File: src/rtl/alu_mc.sv
// rtl/alu_mc.sv - registered multi-cycle ALU; macro ALU_MUL_EN enables the iterative multiplier
module alu_mc #(
  parameter int word = 16
) (
  input  logic            clk,
  input  logic            rst,
  input  logic            start,
  input  logic [2:0]      alu_op,
  input  logic [word-1:0] A,
  input  logic [word-1:0] bus,
  output logic [word-1:0] G,
  output logic            done,
  output logic            busy,
  output logic            zf,
  output logic            nf,
  output logic            cf
);

  localparam int SW = $clog2(word);

  localparam logic [2:0] OP_NOP = 3'b000;
  localparam logic [2:0] OP_ADD = 3'b001;
  localparam logic [2:0] OP_SUB = 3'b010;
  localparam logic [2:0] OP_AND = 3'b011;
  localparam logic [2:0] OP_OR  = 3'b100;
  localparam logic [2:0] OP_XOR = 3'b101;
  localparam logic [2:0] OP_SHL = 3'b110;

  // single-cycle result and carry, ready to be captured on an accepted start
  logic [word-1:0] res_d;
  logic            cf_d;

  // registered outputs; they only change in a done cycle
  logic [word-1:0] g_q;
  logic            done_q;
  logic            zf_q;
  logic            nf_q;
  logic            cf_q;

  // decode the single-cycle operations; op 111 falls to the default (zero) here
  always_comb begin
    res_d = '0;
    cf_d  = 1'b0;
    case (alu_op)
      OP_NOP: res_d = '0;
      OP_ADD: {cf_d, res_d} = {1'b0, A} + {1'b0, bus};
      OP_SUB: begin
        res_d = A - bus;
        cf_d  = (A < bus);
      end
      OP_AND: res_d = A & bus;
      OP_OR:  res_d = A | bus;
      OP_XOR: res_d = A ^ bus;
      OP_SHL: res_d = A << bus[SW-1:0];
      default: begin
        res_d = '0;
        cf_d  = 1'b0;
      end
    endcase
  end

`ifdef ALU_MUL_EN
  localparam logic [2:0] OP_MUL = 3'b111;

  typedef enum logic [1:0] {IDLE, MUL, FIN} state_t;

  state_t          state_q;
  logic            busy_q;
  logic [SW-1:0]   cnt_q;
  logic [word-1:0] mcand_q;
  logic [word-1:0] mplier_q;
  logic [word-1:0] prod_q;

  // control FSM: single-cycle ops retire from IDLE, MUL runs shift-and-add for word cycles
  always_ff @(posedge clk or posedge rst) begin
    if (rst) begin
      state_q  <= IDLE;
      busy_q   <= 1'b0;
      cnt_q    <= '0;
      mcand_q  <= '0;
      mplier_q <= '0;
      prod_q   <= '0;
      g_q      <= '0;
      done_q   <= 1'b0;
      zf_q     <= 1'b1;
      nf_q     <= 1'b0;
      cf_q     <= 1'b0;
    end else begin
      done_q <= 1'b0;
      case (state_q)
        IDLE: begin
          if (start) begin
            if (alu_op == OP_MUL) begin
              mcand_q  <= A;
              mplier_q <= bus;
              prod_q   <= '0;
              cnt_q    <= '0;
              busy_q   <= 1'b1;
              state_q  <= MUL;
            end else begin
              g_q    <= res_d;
              zf_q   <= (res_d == '0);
              nf_q   <= res_d[word-1];
              cf_q   <= cf_d;
              done_q <= 1'b1;
            end
          end
        end
        MUL: begin
          // bits shifted out of the multiplicand only affect weights >= 2^word
          if (mplier_q[0]) begin
            prod_q <= prod_q + mcand_q;
          end
          mcand_q  <= mcand_q << 1;
          mplier_q <= mplier_q >> 1;
          cnt_q    <= cnt_q + SW'(1);
          if (cnt_q == SW'(word - 1)) begin
            state_q <= FIN;
          end
        end
        FIN: begin
          // a start seen here is dropped: busy is still high this cycle
          g_q     <= prod_q;
          zf_q    <= (prod_q == '0);
          nf_q    <= prod_q[word-1];
          cf_q    <= 1'b0;
          done_q  <= 1'b1;
          busy_q  <= 1'b0;
          state_q <= IDLE;
        end
        default: begin
          busy_q  <= 1'b0;
          state_q <= IDLE;
        end
      endcase
    end
  end

  assign busy = busy_q;
`else
  // without the multiplier every op, including 111, retires one cycle after start
  always_ff @(posedge clk or posedge rst) begin
    if (rst) begin
      g_q    <= '0;
      done_q <= 1'b0;
      zf_q   <= 1'b1;
      nf_q   <= 1'b0;
      cf_q   <= 1'b0;
    end else begin
      done_q <= start;
      if (start) begin
        g_q  <= res_d;
        zf_q <= (res_d == '0);
        nf_q <= res_d[word-1];
        cf_q <= cf_d;
      end
    end
  end

  assign busy = 1'b0;
`endif

  assign G    = g_q;
  assign done = done_q;
  assign zf   = zf_q;
  assign nf   = nf_q;
  assign cf   = cf_q;

endmodule

File: config.mk
export PLATFORM = sky130hd
export DESIGN_NAME = alu_mc
export DESIGN_NICKNAME = d
export VERILOG_FILES = /design/src/rtl/alu_mc.sv
export SDC_FILE = /design/constraint.sdc
export NUM_CORES = 1
export LEC_CHECK = 0
export CORE_MARGIN = 2
export CORE_UTILIZATION = 30
export CTS_CLUSTER_DIAMETER = 200
export DETAILED_ROUTE_END_ITERATION = 10
export GPL_ROUTABILITY_DRIVEN = 0
export GPL_TIMING_DRIVEN = 1
export PLACE_DENSITY_LB_ADDON = 0.25
export SLEW_MARGIN = 20
export SYNTH_ARGS = -nofsm -noshare
export SYNTH_HDL_FRONTEND = slang
export SYNTH_SLANG_ARGS = --single-unit
File: constraint.sdc
create_clock -name clk -period 1.3 [get_ports clk]
set_input_delay 0.195 -clock clk [delete_from_list [all_inputs] [get_ports clk]]
set_output_delay 0.195 -clock clk [all_outputs]
set_load 0.01 [all_outputs]
# Word-level counts from Yosys, hierarchy flattened

Cells that the tools add are included.

$add $sub $neg: 2
Order comparisons: 1
Equality and inequality tests: 6
Shifts and indexed selects: 1
Muxes and demuxes: 2
Bitwise logic cells: 3
Reductions and logical operators: 1

Operators by type and width:

| operator                                                              | number |
|---|---|
| 16-bit one-hot mux with 6 select lines                                | 1 |
| 16-bit by 16-bit adder with 17-bit output                             | 1 |
| 16-bit AND                                                            | 1 |
| 16-bit logical NOT                                                    | 1 |
| 16-bit less-than comparator                                           | 1 |
| 16-bit OR                                                             | 1 |
| 16-bit by 4-bit << shifter with 16-bit output                         | 1 |
| 16-bit subtractor                                                     | 1 |
| 16-bit bitwise XOR                                                    | 1 |
| 3-bit equality test, second input constant                            | 3 |
| 3-bit by 2-bit equality test with 1-bit output, second input constant | 2 |
| 3-bit by 1-bit equality test with 1-bit output, second input constant | 1 |
| 1-bit one-hot mux with 2 select lines                                 | 1 |

Bits in registers: 20
Input port bits: 38
Output and inout bits: 21

# Logic depth before layout (Yosys ltp)

Gate-level depths: netlist of run 1.

Word-level depth: 3
Gate-level depth with buffers: 12
Mapped depth without buffers: 12

# Least setup slack after synthesis of run 1

Ideal clock, no wire load.

Kind: in2reg
Start: input port bus[1]
End: register g_q[12] (netlist: G[12])
Arrival: 2.841 ns
Data required time: 1.175 ns
Path slack: -1.666 ns
Cell stages on the path: 11
Path buffers: 2
Path through: buf_2 -> buf_2 -> inv_1 -> fa_1 -> nor2b_2 -> o311ai_4 -> a31oi_2 -> a221oi_4 -> o221ai_1 -> a221o_1 -> mux2_2

Word-level cells in the longest chain between the ends: 2
Elaborated cells between the ends (all ways): 4
Those cells by class: add/sub (2); shift (1); mux (1)

RTL lines:

| element                                    | RTL line | RTL |
|---|---|---|
| start, declared                            | 10       | `input logic [word-1:0] bus,` |
| 16-bit subtractor (tied with other cells)  | 48       | `res_d = A - bus;` |
| 16-bit one-hot mux with 6 select lines (*) | 44       | `case (alu_op)` |
| end signal, assigned                       | 152      | `g_q <= res_d;` |
| end, declared                              | 34       | `logic [word-1:0] g_q;` |

Every way passes the cells marked *; elsewhere a longest branch is shown, timed or not.
A chain may end at the register's enable or synchronous reset.

# Worst setup path in the final report of run 1

Start: input port bus[0]
End: register zf_q (netlist: zf)

Word-level cells in the longest chain between the ends: 3
Elaborated cells between the ends (all ways): 8
Those cells by class: add/sub (2); shift (1); mux (1); bitwise (3); reduce/logical (1)

RTL lines:

| element                                    | RTL line | RTL |
|---|---|---|
| 16-bit subtractor (tied with other cells)  | 48       |  |
| 16-bit one-hot mux with 6 select lines (*) | 44       |  |
| 16-bit logical NOT (*)                     | 153      | `zf_q <= (res_d == '0);` |
| end signal, assigned                       | 153      |  |
| end, declared                              | 36       | `logic zf_q;` |

Marks and branches as above.

==> flow_summary_export.csv, run 1 <==
group,metric,value,unit
timing,period_share,202,%
logic_synthesis,syn_avg_cell_area,8.04,sq um
route,vias_per_cell,5.50,
cells_and_area,layout-drive-gt1-share,55.1,%
power_and_ir_drop,p_per_area,617,nW/um^2
worst_setup_path,crit_chain,"buf_8, buf_6, ha_4, inv_4, fa_2, nor2b_4, o31a_1, buf_4, o21ai_4, o211a_1, o221ai_2, nor4_2, and4_1, a41o_1",
logic_synthesis,synthCells,522,
place,dp_cells,922,
floorplan,die_x,122,um
floorplan,ios,59,
timing,clock_skew,0,ps
global_routing,grt_pass1_wl,28000,um
cells_and_area,fillers,1209,
worst_setup_path,r2r_slack,490,ps
route,drt_iter0_markers,408,
place,dp_hpwl,13700,um
logic_synthesis,synth_nets,612,
global_routing,antenna_found_initial,0,
logic_synthesis,yosysTopAreaCellShare,14.9,%
global_routing,grt_max_degree,29,
cells_and_area,finalNonFillerCells,970,
route,first_pass_iters,5,
worst_setup_path,slowest_delay,390,ps
cells_and_area,layout_common_cells,"210 x buf_4, 44 x nor2_1, 36 x buf_6",
cells_and_area,final_common_cell,"buf_4",
worst_setup_path,crit_start,"bus[0]",
worst_setup_path,reg2reg_to,"zf$_DFFE_PP1P_",
cells_and_area,register_area,477,sq um
worst_setup_path,critPathLaunchType,"primary input",
cells_and_area,multiInputGateArea,4090,sq um
timing,worst_pin_slew,503,ps
floorplan,rows,43,
floorplan,die-area,14900,sq um
worst_setup_path,cp_max_fo,4,
route,drc,0,
logic_synthesis,synth_area,4200,sq um
floorplan,core_area,13800,sq um
run_status,violations,"setup timing",
place,place_area,6400,sq um
timing,finalHoldViolCount,0,
floorplan,die_height,122,um
logic_synthesis,yosysSeqAreaShare,11.4,%
route,wire_per_inst,18.6,um
floorplan,initial_core_util,30.5,%
route,postRouteAntennaNets,0,
hold_path,hp-class,"in -> async",
timing,fin_ws,-1320,ps
logic_synthesis,ys.flop_type,"dfrtp_1",
cts,cts-root-buf,"clkbuf_16",
route,drt_wl_total,18000,um
cts,cts_tree,"built",
power_and_ir_drop,ir_worst_vdd,489,uV
worst_setup_path,cp.required,1500,ps
timing,hold_ws,95.6,ps
logic_synthesis,async_reset_ff_share,100,%
cts,clk_path_buf_depth,2,
timing,rsz0062_at_grt,"yes",
timing,finalSetupViolCount,18,
cells_and_area,antenna_cells,0,
worst_setup_path,crit_slowest_cell,"nor4_2",
worst_setup_path,worstSetupPathType,"in -> reg",
cts,path_clk_slew,50,ps
logic_synthesis,synth-seq-cells,19,
worst_setup_path,critPathCaptureType,"register",
timing,max_freq,381,MHz
global_routing,globalRouteTotalUtil,23.9,%
cells_and_area,area_growth,82.0,%
worst_setup_path,r2r_cells,2,
cts,insertion_delay,250,ps
place,portBuffers,57,
timing,slew_headroom,66.2,%
route,vias,5337,
timing,finalMaxSlewViolations,0,
logic_synthesis,synth.largest_area_cell,"ha_1",
cts,h-tree-depth,1,
logic_synthesis,yosys-top-cells-area,"ha_1 15%, dfrtp_1 11%, mux4_2 6.4%",
cells_and_area,stdcell_area,7630,sq um
worst_setup_path,reg2reg_from,"zf$_DFFE_PP1P_",
timing,period_minus_slack,2620,ps
run_status,status,"finished with violations",
global_routing,grt_pass1_vias,5399,
cts,cts_sinks,19,
logic_synthesis,ys_warn_count,0,
power_and_ir_drop,static-leakage-power,0.00344,uW
global_routing,gr-total-overflow,0,
run,drv_cap,0,
worst_setup_path,critPathArrivalTime,2820,ps
cts,cts_buffers,3,
cts,hold_buffers,0,
cells_and_area,final_nets,881,
logic_synthesis,synth-edff-count,0,
logic_synthesis,ys_types,88,
worst max-delay path, delay by kind of cell:
| kind | cells | cell delay [ps] |
|---|---|---|
| AND/OR/NAND/NOR | 3 | 710 |
| adder cells (fa/ha/maj) | 2 | 410 |
| AO/OA/AOI/OAI | 5 | 1040 |
| buffers and inverters | 4 | 450 |
cell type report:
cell class / count / area share [%]
clock buffer: 3 / 0.983
clock inverter: 1 / 0.0656
inverter: 53 / 2.80
multi-input combinational: 410 / 53.5
sequential: 19 / 6.24
tap: 180 / 2.95
timing repair buffer: 304 / 33.4
report_power, final:
group          switching (uW)  internal (uW)  leakage, uW  total, uW
clock network             221            412    0.0000409        633
registers                51.6            682     0.000225        734
logic                    1600           1730      0.00317       3340
total                    1880           2830      0.00344       4710
layer usage:
layer  track usage (%)  vias to the layer above  share of wire, %
li1                  -                     2476                 -
met1              30.6                     2582                41
met2              42.0                      228                50
met4              6.68                        0               3.3
met5                 0                        -                 0
met3              2.79                       51               6.0
per-stage QoR:
step	utilization, %	worst slack [ps]	total power (uW)	setup TNS [ps]
2_1_floorplan	-	-1300	2090	-14550
3_3_place_gp	46.5	-2110	3360	-29450
3_5_place_dp	46.5	-2120	3400	-29970
4_1_cts	53.2	-1280	4450	-16650
5_1_grt	55.4	-1370	4960	-17930
6_report	55.4	-1320	4710	-16980
logic make-up after synthesis:
group | after synthesis | synth area share (%)
adders and majority gates | 52 | 15.9
xor gates and xnor gates | 5 | 1.04
DFF | 19 | 11.4
muxes | 31 | 11.2
buffers and inverters | 93 | 9.84
AOI/OAI and AO/OA | 158 | 30.7
and+or+nand+nor | 163 | 19.8
other | 1 | 0.0894
synth_stat cells (6+ instances only):
library cell  number
inv_1             52
ha_1              50
nor2_1            48
a21oi_1           37
nand2_1           30
nor3_1            21
dfrtp_1           18
clkbuf_1          15
o21ai_0           15
buf_2             14
mux4_2            12
mux2i_1           10
mux2_2             9
nand3_1            9
nor2b_1            9
a211oi_1           8
a22oi_1            7
nand2b_1           7
o221ai_1           7
buf_4              6
how the worst max path moves through the flow:
stage	to	slack, ps	cells after the start
after global placement	zf$_DFFE_PP1P_	-2110	13
after global routing	zf$_DFFE_PP1P_	-1370	14
after detailed placement	zf$_DFFE_PP1P_	-2120	13
after floorplan	G[12]$_DFFE_PP0P_	-1300	11
final	zf$_DFFE_PP1P_	-1320	14
after CTS	zf$_DFFE_PP1P_	-1280	14
timing repair:
item | in CTS | in global routing
gates resized for setup | 234 | 59
endpoints found under the setup margin | 38 | 18
buffers inserted | 32 | 17
pin swaps | 73 | 46
gates cloned | 0 | 0
hold endpoints to repair | 0 | 0
state kept, by name, summed over array words and instances (netlist names):
register / cells
G: 16
done: 1
zf: 1
cf: 1
Note: power is estimated with default switching activity, not from simulation.
==> inputs of run 2 (changes only) <==
--- a/config.mk
+++ b/config.mk
@@ -5,8 +5,8 @@
 export SDC_FILE = /design/constraint.sdc
 export NUM_CORES = 1
 export LEC_CHECK = 0
-export CORE_MARGIN = 2
 export CORE_UTILIZATION = 30
+export CTS_BUF_LIST = sky130_fd_sc_hd__clkbuf_4
 export CTS_CLUSTER_DIAMETER = 200
 export DETAILED_ROUTE_END_ITERATION = 10
 export GPL_ROUTABILITY_DRIVEN = 0
==> run 2 against run 1 <==
The run still ends with setup timing left; combinational power fell by 4%; critical path depth unchanged; hold slack better by 75 ps; sequential power fell by 0.5%; clock-buffer cell count unchanged; sequential cell count unchanged; clock power shrank 48%; non-clock buffer count shrank 23; die area decreased by 3.2%; largest cell class unchanged.
==> flow_summary_export.csv, run 2 (synthesis gave the netlist of run 1 again) <==
group,metric,value,unit
timing,period_minus_slack,2500,ps
cts,cts_buffers,3,
cells_and_area,antenna_cells,0,
global_routing,gr-total-overflow,0,
place,portBuffers,57,
power_and_ir_drop,p_per_area,576,nW/um^2
timing,finalMaxSlewViolations,0,
cts,path_clk_slew,130,ps
timing,finalSetupViolCount,17,
worst_setup_path,critPathCapture,"zf$_DFFE_PP1P_",
floorplan,die_x,120,um
global_routing,grt_pass1_wl,27900,um
floorplan,ios,59,
timing,rsz0062_at_grt,"yes",
cts,cts_tree,"built",
route,wire_per_inst,18.9,um
cells_and_area,stdcell_area,7400,sq um
timing,worst_pin_slew,532,ps
worst_setup_path,cp_max_fo,3,
timing,slew_headroom,64.5,%
floorplan,die-area,14500,sq um
route,vias_per_cell,5.57,
cells_and_area,largest_reg_flops,16,
cells_and_area,layout_common_cells,"192 x buf_4, 44 x nor2_1, 32 x inv_1",
power_and_ir_drop,ir_worst_vdd,400,uV
worst_setup_path,worstSetupPathType,"in -> reg",
cells_and_area,fin_util,55.0,%
cells_and_area,final_nets,858,
place,dp_hpwl,13400,um
power_and_ir_drop,static-leakage-power,0.00331,uW
run_status,status,"finished with violations",
global_routing,grt_max_degree,29,
place,place_area,6290,sq um
cells_and_area,final_common_cell,"buf_4",
worst_setup_path,critPathLaunchType,"primary input",
worst_setup_path,r2r_slack,480,ps
floorplan,initial_core_util,31.2,%
cts,cts_sinks,19,
run_status,violations,"setup timing",
worst_setup_path,crit_slowest_cell,"nor4_2",
worst_setup_path,crit_start,"bus[0]",
global_routing,grt_pass1_vias,5314,
timing,max_freq,400,MHz
worst_setup_path,crit_chain,"buf_8, buf_6, ha_4, inv_2, fa_2, nor2b_2, o31a_1, buf_6, nor3_4, mux2i_1, o221ai_2, nor4_2, and4_1, a41o_1",
cts,clk_path_buf_depth,2,
worst_setup_path,worst_path_most_repeated_cell,"buf_6",
worst_setup_path,r2r_cells,2,
worst_setup_path,reg2reg_to,"zf$_DFFE_PP1P_",
timing,clock_skew,0,ps
route,first_pass_iters,5,
cts,hold_buffers,0,
cells_and_area,area_growth,76.5,%
timing,period_share,192,%
worst_setup_path,slowest_delay,350,ps
route,postRouteAntennaNets,0,
cts,h-tree-depth,1,
power_and_ir_drop,fin_total_pwr,4260,uW
worst_setup_path,cp.required,1560,ps
global_routing,globalRouteTotalUtil,24.3,%
route,drt_iter0_markers,353,
timing,fin_ws,-1200,ps
cts,cts-root-buf,"clkbuf_4",
worst_setup_path,critPathCaptureType,"register",
floorplan,die_height,120,um
worst_setup_path,critPathArrivalTime,2760,ps
run,drv_cap,0,
floorplan,core_area,13500,sq um
hold_path,hp-class,"in -> async",
route,drc,0,
route,vias,5255,
worst_setup_path,reg2reg_from,"zf$_DFFE_PP1P_",
cts,insertion_delay,320,ps
timing,finalHoldViolCount,0,
route,drt_wl_total,17800,um
global_routing,antenna_found_initial,0,
cells_and_area,layout-drive-gt1-share,54.1,%
floorplan,rows,42,
## run 2: worst min path at each step
stage	from	slack, ps	endpoint	cells past startpoint
2_1_floorplan	rst	150	G[0]$_DFFE_PP0P_	1
3_3_place_gp	G[0]$_DFFE_PP0P_	490	G[0]$_DFFE_PP0P_	2
3_5_place_dp	G[6]$_DFFE_PP0P_	500	G[6]$_DFFE_PP0P_	1
4_1_cts	rst	190	G[10]$_DFFE_PP0P_	3
5_1_grt	rst	200	G[6]$_DFFE_PP0P_	3
6_report	rst	170	G[6]$_DFFE_PP0P_	3
## run 2: area by class of cell
type	count	area, sq um
multi-input combinational	410	4130
tap	176	220
clock inverter	1	5.00
clock buffer	3	22.5
fill	1234	6050
timing repair buffer	281	2340
sequential	19	477
inverter	53	209
## run 2: repair_timing
item	in CTS	in global routing
gates resized for setup	259	40
buffers inserted	27	14
pin swaps	61	41
cloned	2	0
setup endpoints to repair	38	19
## run 2: metal layers
| layer | up-vias | GRT usage [%] | routed length, um |
|---|---|---|---|
| met1 | 2562 | 32.3 | 7550 |
| met2 | 212 | 40.7 | 8530 |
| met4 | 0 | 8.72 | 824 |
| li1 | 2419 | - | - |
| met5 | - | 0 | 0 |
| met3 | 62 | 2.41 | 930 |
## run 2: power breakdown
group	switching, uW	leakage, uW	internal, uW	total, uW
Combinational	1550	0.00307	1660	3210
Clock	211	0.0000177	115	326
Sequential	49.8	0.000225	680	730
## run 2: worst max-delay path, delay by kind of cell
kind | cells | cell delay, ps
and+or+nand+nor | 4 | 840
adders and majority gates | 2 | 380
muxes | 1 | 260
AOI/OAI and AO/OA | 3 | 640
buffers and inverters | 4 | 430
## run 2: metrics by stage
stage	setup TNS [ps]	instances	worst slack, ps	hold WS [ps]
floorplan	-14550	522	-1300	145
detailed placement	-29760	909	-2080	504
global placement	-29210	909	-2020	493
CTS	-13880	937	-1130	187
finish	-14250	943	-1200	171
global route	-15310	943	-1310	196
==> inputs of run 3 (changes only) <==
--- a/config.mk
+++ b/config.mk
@@ -16,3 +16,4 @@
 export SYNTH_ARGS = -nofsm -noshare
 export SYNTH_HDL_FRONTEND = slang
 export SYNTH_SLANG_ARGS = --single-unit
+export TNS_END_PERCENT = 10
==> constraint.sdc (replaced) <==
create_clock -name clk -period 1.3 [get_ports clk]
set_input_delay 0.195 -clock clk [delete_from_list [all_inputs] [get_ports clk]]
set_output_delay 0.195 -clock clk [all_outputs]
set_load 0.005 [all_outputs]
==> run 3 against run 2 <==
Non-clock buffer count rose by 4; sequential share of layout area grew 0.17 points; final area fell by 2.6%; clock skew unchanged; cell count increased by 0.42%; die area is the same; clock-buffer cell count unchanged; the flow still finishes with violations (setup timing); hold slack better by 24 ps; clock power down 2%.
==> flow_summary_export.csv, run 3 (synthesis gave the netlist of run 1 again) <==
group,metric,value,unit
place,place_area,6310,sq um
timing,hold_ws,195,ps
worst_setup_path,r2r_slack,460,ps
worst_setup_path,reg2reg_to,"zf$_DFFE_PP1P_",
cts,insertion_delay,310,ps
place,portBuffers,57,
global_routing,groute.layer.met3.usage,3.58,%
cts,cts_tree,"built",
worst_setup_path,crit_chain,"buf_8, inv_4, ha_4, inv_2, fa_2, nor2b_4, o311ai_4, buf_6, a2111oi_4, a311oi_2, o221ai_2, nor4_4, and4_1, a41o_1",
worst_setup_path,critPathCaptureType,"register",
worst_setup_path,critPathLaunchType,"primary input",
cts,cts-root-buf,"clkbuf_4",
cells_and_area,final_nets,862,
timing,worst_pin_slew,559,ps
route,drt_wl_total,17000,um
power_and_ir_drop,p_per_area,572,nW/um^2
timing,slew_headroom,62.7,%
cells_and_area,layout_common_cells,"206 x buf_4, 44 x nor2_1, 37 x inv_1",
timing,period_share,196,%
worst_setup_path,critPathArrivalTime,2810,ps
global_routing,grt_max_degree,29,
global_routing,gr-total-overflow,0,
cts,h-tree-depth,1,
worst_setup_path,critPathCapture,"zf$_DFFE_PP1P_",
worst_setup_path,cp_max_fo,3,
cells_and_area,area_growth,71.9,%
cells_and_area,stdcell_area,7210,sq um
floorplan,die_x,120,um
timing,finalSetupViolCount,18,
worst_setup_path,crit_slowest_cell,"a311oi_2",
timing,rsz0062_at_grt,"yes",
cts,cts_sinks,19,
global_routing,grt_use_met1,29.5,%
route,vias_per_cell,5.48,
route,drc,0,
route,drt_iter0_markers,448,
worst_setup_path,reg2reg_from,"zf$_DFFE_PP1P_",
cts,path_clk_slew,110,ps
worst_setup_path,cp.required,1560,ps
timing,finalMaxSlewViolations,0,
cells_and_area,final_common_cell,"buf_4",
timing,fin_ws,-1250,ps
timing,finalHoldViolCount,0,
worst_setup_path,r2r_cells,2,
power_and_ir_drop,ir_worst_vdd,523,uV
timing,period_minus_slack,2550,ps
route,vias,5193,
run_status,status,"finished with violations",
place,dp_hpwl,13500,um
route,wire_per_inst,17.9,um
global_routing,grt_pass1_wl,26900,um
floorplan,initial_core_util,31.2,%
floorplan,ios,59,
global_routing,use_met2,40.8,%
global_routing,grt_pass1_vias,5271,
cells_and_area,layout-drive-gt1-share,49.0,%
floorplan,rows,42,
cells_and_area,largest_reg_flops,16,
floorplan,die_height,120,um
run,drv_cap,0,
worst_setup_path,worstSetupPathType,"in -> reg",
cts,clk_path_buf_depth,2,
cells_and_area,fin_util,53.6,%
floorplan,core_area,13500,sq um
hold_path,hp-class,"in -> async",
power_and_ir_drop,static-leakage-power,0.00327,uW
global_routing,globalRouteTotalUtil,23.5,%
global_routing,antenna_found_initial,0,
global_routing,top_usage_layer,"met2",
cts,hold_buffers,0,
cts,cts_buffers,3,
timing,clock_skew,0,ps
worst_setup_path,crit_start,"A[0]",
timing,max_freq,393,MHz
floorplan,die-area,14500,sq um
route,first_pass_iters,5,
cells_and_area,antenna_cells,0,
worst_setup_path,slowest_delay,360,ps
route,postRouteAntennaNets,0,
run_status,violations,"setup timing",
place,pre_cts_ws,-2180,ps
==> run 3: cell types whose count changed in the layout (fill, tap and decap cells not counted), sizes merged, moves of 2 or more <==
cell           previous run  this run
buf                     236       232
clkbuf                    5         3
clkdlybuf4s50            10        17
dlymetal6s2s              0         3
clkdlybuf4s15             1         3
==> run 3: critical path: cells and delay by family <==
kind / cells / cell delay, ps
AO/OA/AOI/OAI: 5 / 1070
AND/OR/NAND/NOR: 3 / 700
adder cells (fa/ha/maj): 2 / 480
buffers and inverters: 4 / 360
==> run 3: worst min path at each step <==
stage,cells past startpoint,end
after floorplan,1,G[0]$_DFFE_PP0P_
after global routing,3,G[9]$_DFFE_PP0P_
after detailed placement,1,G[12]$_DFFE_PP0P_
after global placement,2,G[0]$_DFFE_PP0P_
final,3,G[9]$_DFFE_PP0P_
after CTS,3,G[9]$_DFFE_PP0P_
==> run 3: final cells by class <==
type,count,area (sq um)
Fill cell,1251,6240
Multi-Input combinational cell,410,3930
Timing Repair Buffer,285,2350
Sequential cell,19,477
Tap cell,176,220
Inverter,53,209
Clock buffer,3,22.5
Clock inverter,1,7.51
==> run 3: through the flow <==
step | instances | setup TNS [ps] | power (uW)
floorplan | 522 | -15200 | 2020
global placement | 915 | -29320 | 3290
detailed placement | 915 | -30110 | 3320
CTS | 938 | -16220 | 3920
global route | 947 | -17160 | 4370
finish | 947 | -16210 | 4120
==> run 3: metal layers <==
layer  vias to the layer above  routed length (um)
met3                        50                 838
met2                       170                8300
met5                         -                   0
li1                       2441                   -
met1                      2532                7230
met4                         0                 626
==> run 3: repair_timing <==
action                     in CTS  in global routing
setup buffers                  20                  9
pin swaps                      44                 30
resized for setup             162                 54
setup endpoints to repair      38                 19
==> run 3: report_power, final <==
group          switching [uW]  internal, uW  total, uW
clock network             201           118        319
registers                45.5           680        725
logic                    1470          1610       3080
total                    1720          2410       4120
